**src/rtl/controlador_de_actuadores.sv**
```systemverilog
// Actuator driver behind the alarm decoder: horn pattern, extractor run-on, latched power cut.
// Optional horn mute push-button when SILENCIO_EN is defined.
module controlador_de_actuadores #(
  parameter int T_BOCINA_ON     = 4,
  parameter int T_BOCINA_OFF    = 4,
  parameter int T_EXTRACTOR_MIN = 10,
  parameter int T_SILENCIO      = 20
) (
  input  logic       clk,
  input  logic       reset,
  input  logic       Bocina_req,
  input  logic       Extractor_req,
  input  logic       Interrupcion_req,
  input  logic       Rearme,
`ifdef SILENCIO_EN
  input  logic       Silencio,
`endif
  output logic       Bocina_out,
  output logic       Extractor_out,
  output logic       Corte_out,
  output logic [1:0] Estado
);
  localparam int M1 = (T_BOCINA_ON > T_BOCINA_OFF) ? T_BOCINA_ON : T_BOCINA_OFF;
  localparam int M2 = (M1 > T_EXTRACTOR_MIN) ? M1 : T_EXTRACTOR_MIN;
  localparam int M3 = (M2 > T_SILENCIO) ? M2 : T_SILENCIO;
  localparam int CW = $clog2(M3 + 1);

  typedef enum logic [1:0] {
    REPOSO        = 2'b00,
    ALARMA        = 2'b01,
    ESPERA_REARME = 2'b10,
    ENFRIAMIENTO  = 2'b11
  } state_t;

  state_t          state_q, state_d;
  // in: {rearme, interrupcion, extractor, bocina}; prev: {rearme, extractor, bocina}
  logic [3:0]      in_q, in_d;
  logic [2:0]      prev_q, prev_d;
  logic            ph_on_q, ph_on_d;
  logic [CW-1:0]   ph_cnt_q, ph_cnt_d;
  logic [CW-1:0]   hold_q, hold_d;
  logic            corte_q, corte_d;
  logic            boc_out_q, boc_out_d;
  logic            ext_out_q, ext_out_d;
  logic            any_req, boc_rise, ext_rise, ext_fall, rea_rise, hold_act, muted;
`ifdef SILENCIO_EN
  logic            sil_q, sil_d, sil_p_q, sil_p_d;
  logic [CW-1:0]   mute_q, mute_d;
`endif

  always_comb begin
    in_d     = {Rearme, Interrupcion_req, Extractor_req, Bocina_req};
    prev_d   = {in_q[3], in_q[1], in_q[0]};
    any_req  = |in_q[2:0];
    boc_rise = in_q[0] & ~prev_q[0];
    ext_rise = in_q[1] & ~prev_q[1];
    ext_fall = ~in_q[1] & prev_q[1];
    rea_rise = in_q[3] & ~prev_q[2];

    // Horn phase: counts down the cycles left in the current ON/OFF phase
    ph_on_d  = ph_on_q;
    ph_cnt_d = ph_cnt_q;
    if (boc_rise) begin
      ph_on_d  = 1'b1;
      ph_cnt_d = CW'(T_BOCINA_ON - 1);
    end else if (in_q[0]) begin
      if (ph_cnt_q == '0) begin
        ph_on_d  = ~ph_on_q;
        ph_cnt_d = ph_on_q ? CW'(T_BOCINA_OFF - 1) : CW'(T_BOCINA_ON - 1);
      end else begin
        ph_cnt_d = ph_cnt_q - CW'(1);
      end
    end

    hold_d = hold_q;
    if (ext_fall)            hold_d = CW'(T_EXTRACTOR_MIN);
    else if (ext_rise)       hold_d = '0;
    else if (hold_q != '0)   hold_d = hold_q - CW'(1);
    hold_act = (hold_d != '0);

    corte_d = corte_q | in_q[2];
    state_d = state_q;
    case (state_q)
      REPOSO:        if (any_req) state_d = ALARMA;
      ALARMA:        if (!any_req) state_d = corte_d ? ESPERA_REARME :
                                             (hold_act ? ENFRIAMIENTO : REPOSO);
      ESPERA_REARME: if (any_req) state_d = ALARMA;
                     else if (rea_rise) begin
                       corte_d = 1'b0;
                       state_d = hold_act ? ENFRIAMIENTO : REPOSO;
                     end
      ENFRIAMIENTO:  if (any_req) state_d = ALARMA;
                     else if (!hold_act) state_d = REPOSO;
      default:       state_d = REPOSO;
    endcase
    if (state_d == REPOSO) hold_d = '0;

`ifdef SILENCIO_EN
    sil_d   = Silencio;
    sil_p_d = sil_q;
    mute_d  = mute_q;
    if (state_q == ALARMA && sil_q && !sil_p_q) mute_d = CW'(T_SILENCIO);
    else if (mute_q != '0)                       mute_d = mute_q - CW'(1);
    if (state_d == REPOSO) mute_d = '0;
    muted = (mute_d != '0);
`else
    muted = 1'b0;
`endif

    boc_out_d = in_q[0] & ph_on_d & ~muted;
    ext_out_d = (state_d != REPOSO) & (in_q[1] | hold_act);
  end

  always_ff @(posedge clk or posedge reset) begin
    if (reset) begin
      state_q   <= REPOSO;
      in_q      <= '0;
      prev_q    <= '0;
      ph_on_q   <= 1'b0;
      ph_cnt_q  <= '0;
      hold_q    <= '0;
      corte_q   <= 1'b0;
      boc_out_q <= 1'b0;
      ext_out_q <= 1'b0;
`ifdef SILENCIO_EN
      sil_q     <= 1'b0;
      sil_p_q   <= 1'b0;
      mute_q    <= '0;
`endif
    end else begin
      state_q   <= state_d;
      in_q      <= in_d;
      prev_q    <= prev_d;
      ph_on_q   <= ph_on_d;
      ph_cnt_q  <= ph_cnt_d;
      hold_q    <= hold_d;
      corte_q   <= corte_d;
      boc_out_q <= boc_out_d;
      ext_out_q <= ext_out_d;
`ifdef SILENCIO_EN
      sil_q     <= sil_d;
      sil_p_q   <= sil_p_d;
      mute_q    <= mute_d;
`endif
    end
  end

  assign Bocina_out    = boc_out_q;
  assign Extractor_out = ext_out_q;
  assign Corte_out     = corte_q;
  assign Estado        = state_q;
endmodule

```
**config.mk**
```make
export PLATFORM = sky130hd
export DESIGN_NAME = controlador_de_actuadores
export DESIGN_NICKNAME = d
export VERILOG_FILES = /design/src/rtl/controlador_de_actuadores.sv
export SDC_FILE = /design/constraint.sdc
export NUM_CORES = 1
export LEC_CHECK = 0
export CAP_MARGIN = 20
export CORE_MARGIN = 3
export CORE_UTILIZATION = 45
export DETAILED_ROUTE_END_ITERATION = 7
export DONT_BUFFER_PORTS = 1
export GPL_TIMING_DRIVEN = 0
export SYNTH_ARGS = -nofsm -noshare
export SYNTH_HDL_FRONTEND = slang
export SYNTH_SLANG_ARGS = --single-unit
```
**constraint.sdc**
```tcl
create_clock -name clk -period 1.94 [get_ports clk]
set_input_delay 0.388 -clock clk [delete_from_list [all_inputs] [get_ports clk]]
set_output_delay 0.388 -clock clk [all_outputs]
set_load 0.02 [all_outputs]
```
# After elaboration in Yosys (flattened, before gate mapping)
# Index checks and enable logic that the tools add are counted.
[op_classes]
n_addsub = 2
n_eq_ne = 3
muxes = 22
bitwise_logic = 13
n_reduce_logical = 8
[op_table]
columns = ["operator", "count"]
rows = [
  ["$mux 5", 7],
  ["$mux 2", 8],
  ["$reduce_bool 5->1", 2],
  ["$sub 5x1->5 const B", 2],
  ["$pmux 2 s4", 1],
  ["$and 1x1->1", 6],
  ["$mux 1", 6],
  ["$logic_not 5->1", 1],
  ["$not 1->1", 5],
  ["$eq 2x2->1 const B", 2],
  ["$logic_not 2->1", 2],
  ["$reduce_bool 2->1", 2],
  ["$reduce_or 3->1", 1],
  ["$eq 2x1->1 const B", 1],
  ["$or 1x1->1", 2],
]
[totals]
reg_bits = 23
inputBits = 6
output_inout_bits = 5
word_cells = 57

# Logic depth before layout (Yosys ltp)
# Gate-level depths: netlist of run 1.
[logic_depth]
ltp_word = 11
depth_mapped = 6
mapped_depth_nobuf = 6

# Least setup slack after synthesis of run 1
# No wires, ideal clock.
[synth_timing]
path_type = "register -> register"
startpoint = "reg hold_q[0]"
endpoint = "reg state_q[1], in the netlist Estado[1]"
setup_ps = 122
arrival_ps = 1584
required_ps = 1818
setup_slack_ps = 235
stages_incl_launch_ff = 7
n_path_buf = 0
period_less_slack_ps = 1705
cell_sequence = "dfrtp_1 > inv_1 > ha_1 > or4b_4 > o211ai_2 > nand4_1 > a32o_1"
[synth_between]
elab_chain_cells = 9
word_cells_on_any_way = 14
cone_classes = "add/sub (1); mux (11); reduce/logical (2)"
[synth_rtl]
columns = ["item", "line", "rtl"]
rows = [
  ["start: declaration", "41", "logic [CW-1:0] hold_q, hold_d;"],
  ["start signal: assignment", "136", "hold_q <= hold_d;"],
  ["$sub 5x1->5 / $reduce_bool 5->1 (equally long branches)", "78", "else if (hold_q != '0) hold_d = hold_q - CW'(1);"],
  ["$mux 5 *", "78", ""],
  ["$mux 5 *", "77", "else if (ext_rise) hold_d = '0;"],
  ["$mux 5 *", "76", "if (ext_fall) hold_d = CW'(T_EXTRACTOR_MIN);"],
  ["$reduce_bool 5->1 *", "79", "hold_act = (hold_d != '0);"],
  ["$mux 2", "86, 90", ""],
  ["$mux 2, on equally long branches", "88, 85", ""],
  ["$mux 2, on equally long branches", "87, 85", ""],
  ["$pmux 2 s4 *", "83", "case (state_q)"],
  ["net state_d[1]", "35", "state_t state_q, state_d;"],
  ["end signal: assignment", "131", "state_q <= state_d;"],
  ["end: declaration", "35", ""],
]
# The timed path passes the listed nets; every way through them passes the cells marked *.
# A chain may end at the register's enable or synchronous reset.

# Final worst setup path of run 1
# Ends and elaborated chain as after synthesis.

==> flow_metrics.env, run 1 <==
export IMPL_status="completed"
export IMPL_ys_types=37
export IMPL_setup_tns_final_ps=0
export IMPL_required_ps=2140
export IMPL_hpwlAfterDp_um=1290
export IMPL_io_buffers=0
export IMPL_synth_seq_cells=23
export IMPL_rsz0062_at_grt="no"
export IMPL_r2r_slack_ps=120
export IMPL_synthSimpleGateAreaFrac=0.205
export IMPL_cap_violations=0
export IMPL_die_x_um=55.2
export IMPL_drt_iter0_markers=24
export IMPL_min_delay_start="Extractor_req"
export IMPL_cp_max_fo=6
export IMPL_synth_compound_area_share=0.185
export IMPL_globalRouteTotalUtil=0.129
export IMPL_core_area_um2=2250
export IMPL_clock_latency_ps=310
export IMPL_pwr_density_cell_nw_per_um2=1130
export IMPL_r2r_worst_path_cells=6
export IMPL_ys_seq_area_frac=0.528
export IMPL_fin_crit_sh=0.937
export IMPL_critical_path_arrival_ps=2020
export IMPL_finalHoldWorstSlack_ps=98.4
export IMPL_cts_num_sinks=23
export IMPL_cts_max_path_buffers=2
export IMPL_gp_congestion=0.761
export IMPL_setup_violations_final=0
export IMPL_yosysWarnings=0
export IMPL_end_kind="flip-flop"
export IMPL_vias=754
export IMPL_synth_xor_area_frac=0.0161
export IMPL_n_antenna_cell=0
export IMPL_synth_area_leaders="dfrtp_1, nor2_1, a21oi_1"
export IMPL_grt_ovfl_total=0
export IMPL_syn_area_per_cell_um2=10.4
export IMPL_ir_worst_vdd_mv=0.575
export IMPL_relSlewSlack=0.445
export IMPL_areaGrowthSynthToFinish_pct=7.00
export IMPL_wirelength_um=1790
export IMPL_netlist_area_um2=1090
export IMPL_die_y_um=55.2
export IMPL_max_freq_ghz=0.550
export IMPL_synth_top_area_cell="dfrtp_1"
export IMPL_endpoint="Estado[1]"
export IMPL_grt_pass1_wl_um=3240
export IMPL_synth_top_area_frac=0.528
export IMPL_grt_max_degree=24
export IMPL_synth_top_family_by_area="simple AND/OR/NAND/NOR gates"
export IMPL_cts_tree="done"
export IMPL_worst_slew_pin_slew_ps=832
export IMPL_drive_above_1_share=0.109
export IMPL_drc=0
export IMPL_synth_flop_cell="dfrtp_1"
export IMPL_min_period_ps=1820
export IMPL_yosys_area_share_adder=0.0229
export IMPL_start_util=0.484
export IMPL_nets=119
export IMPL_r2r_start="hold_q[0]"
export IMPL_die_area_um2=3050
export IMPL_hold_viol_final=0
export IMPL_synth_edf_count=0
export IMPL_final_antenna_net_count=0
export IMPL_syn_inst=105
export IMPL_startpoint="hold_q[0]"
export IMPL_cts_made_buffers=3
export IMPL_synthArstFlopShare=1.00
export IMPL_fin_util=0.518
export IMPL_post_drt_wl_per_cell_um=12.9
export IMPL_synth_fp_nets=113
export IMPL_vias_per_cell=5.46
export IMPL_root_buffer="clkbuf_4"
export IMPL_cts_max_level=1
export IMPL_drv_slew=0
export IMPL_critPathKind="reg -> reg"
export IMPL_synth_mux_area_frac=0.00917
export IMPL_path_clk_slew_ps=120
export IMPL_power_leakage_uw=0.000485
export IMPL_n_fill_cell=213
export IMPL_startpoint_type="flip-flop"
export IMPL_rr_endpoint="Estado[1]"
export IMPL_grt_pass1_vias=761
export IMPL_min_path_type="in -> reg"
export IMPL_fp_row_count=17
export IMPL_antenna_found_initial=0
export IMPL_final_setup_skew_ps=7.57
export IMPL_dr_pass1_iters=4
export IMPL_io_pins=11
area by class of cell:
class / instances / area [um^2] / area share
sequential: 23 / 576 / 0.493
multi-input combinational: 72 / 484 / 0.415
tap: 28 / 35.0 / 0.0300
inverter: 9 / 33.8 / 0.0289
clock buffer: 3 / 22.5 / 0.0193
timing repair buffer: 1 / 7.51 / 0.00643
clock inverter: 1 / 5.00 / 0.00429
buffer: 1 / 3.75 / 0.00322
where the power goes:
| group | switching [uW] | internal (uW) | total [uW] |
|---|---|---|---|
| combinational | 224 | 219 | 443 |
| sequential | 103 | 557 | 660 |
| clock | 140 | 76.9 | 217 |
flip-flops by register name, indices dropped and copies added, names as in the netlist:
name,flops
hold_q,5
Estado,2
Extractor_out,1
ph_cnt_q,5
Corte_out,1
ph_on_q,1
in_q,4
Bocina_out,1
prev_q,3
through the flow:
step	power [uW]	instance area [um^2]	cells	setup slack (ps)
finish	1320	1170	138	122
global placement	1070	1130	133	98.1
CTS	1310	1150	137	62.4
global route	1430	1170	138	37.6
detailed placement	1090	1130	133	83.7
floorplan	1000	1090	105	235
cells by family (layout without fill, tap and decap cells):
kind of cell | count (synthesis) | after routing
adders and majority gates | 2 | 2
muxes | 1 | 1
AOI/OAI and AO/OA | 30 | 30
and+or+nand+nor | 37 | 37
DFF | 23 | 23
xor gates and xnor gates | 2 | 2
buffers and inverters | 10 | 15
worst min path at each step:
| stage | end | cells after the start | slack [ps] |
|---|---|---|---|
| detailed placement | prev_q[2] | 0 | 400 |
| CTS | in_q[3] | 0 | 80 |
| global route | in_q[0] | 0 | 60 |
| floorplan | prev_q[2] | 0 | 370 |
| global placement | prev_q[2] | 0 | 390 |
| finish | in_q[1] | 0 | 100 |
Yosys cell counts (2+ instances only):
master / n
nand2_1: 4
a21oi_1: 7
nor2_1: 12
ha_1: 2
inv_1: 9
nand3_1: 3
xnor2_1: 2
nand2b_1: 3
o31ai_1: 3
o21a_1: 2
dfrtp_1: 23
nor3_1: 3
o21ai_0: 7
a21boi_0: 2
worst max-delay path, cell delays in order, from the launching register on:
cell	delay, ps
dfrtp_1	420
inv_1	100
ha_2	230
or4b_4	490
o211ai_2	100
nand4_1	110
a32o_1	270
layout by cell type, fill, tap and decap left out, types with 2 or more instances in the layout:
master / instances
dfrtp_1: 23
nor2_1: 12
inv_1: 9
o21ai_0: 7
a21oi_1: 6
nand2_1: 4
nor3_1: 3
nand2b_1: 3
o31ai_1: 3
nand3_1: 3
clkbuf_4: 3
o21a_1: 2
xnor2_1: 2
a21boi_0: 2
timing repair:
action / 4_1_cts / 5_1_grt
endpoints found under the hold margin: 0 / 0
buffers inserted: 0 / 1
hold buffers: 0 / 0
gates resized for setup: 0 / 2
setup endpoints to repair: 0 / 3
layer usage:
layer	GRT usage	wire length [um]	share of wire
met1	0.184	943	0.53
met2	0.189	778	0.44
met3	0.0234	51	0.029
met4	0.0625	12	0.0067
met5	0	0	0
(Power assumes the default switching activity.)
==> run 2, diff against run 1 <==
Settings changed: GPL_ROUTABILITY_DRIVEN set to 0.
==> results of run 2 <==
The final DEF is identical to that of run 1; final timing and power are the same.
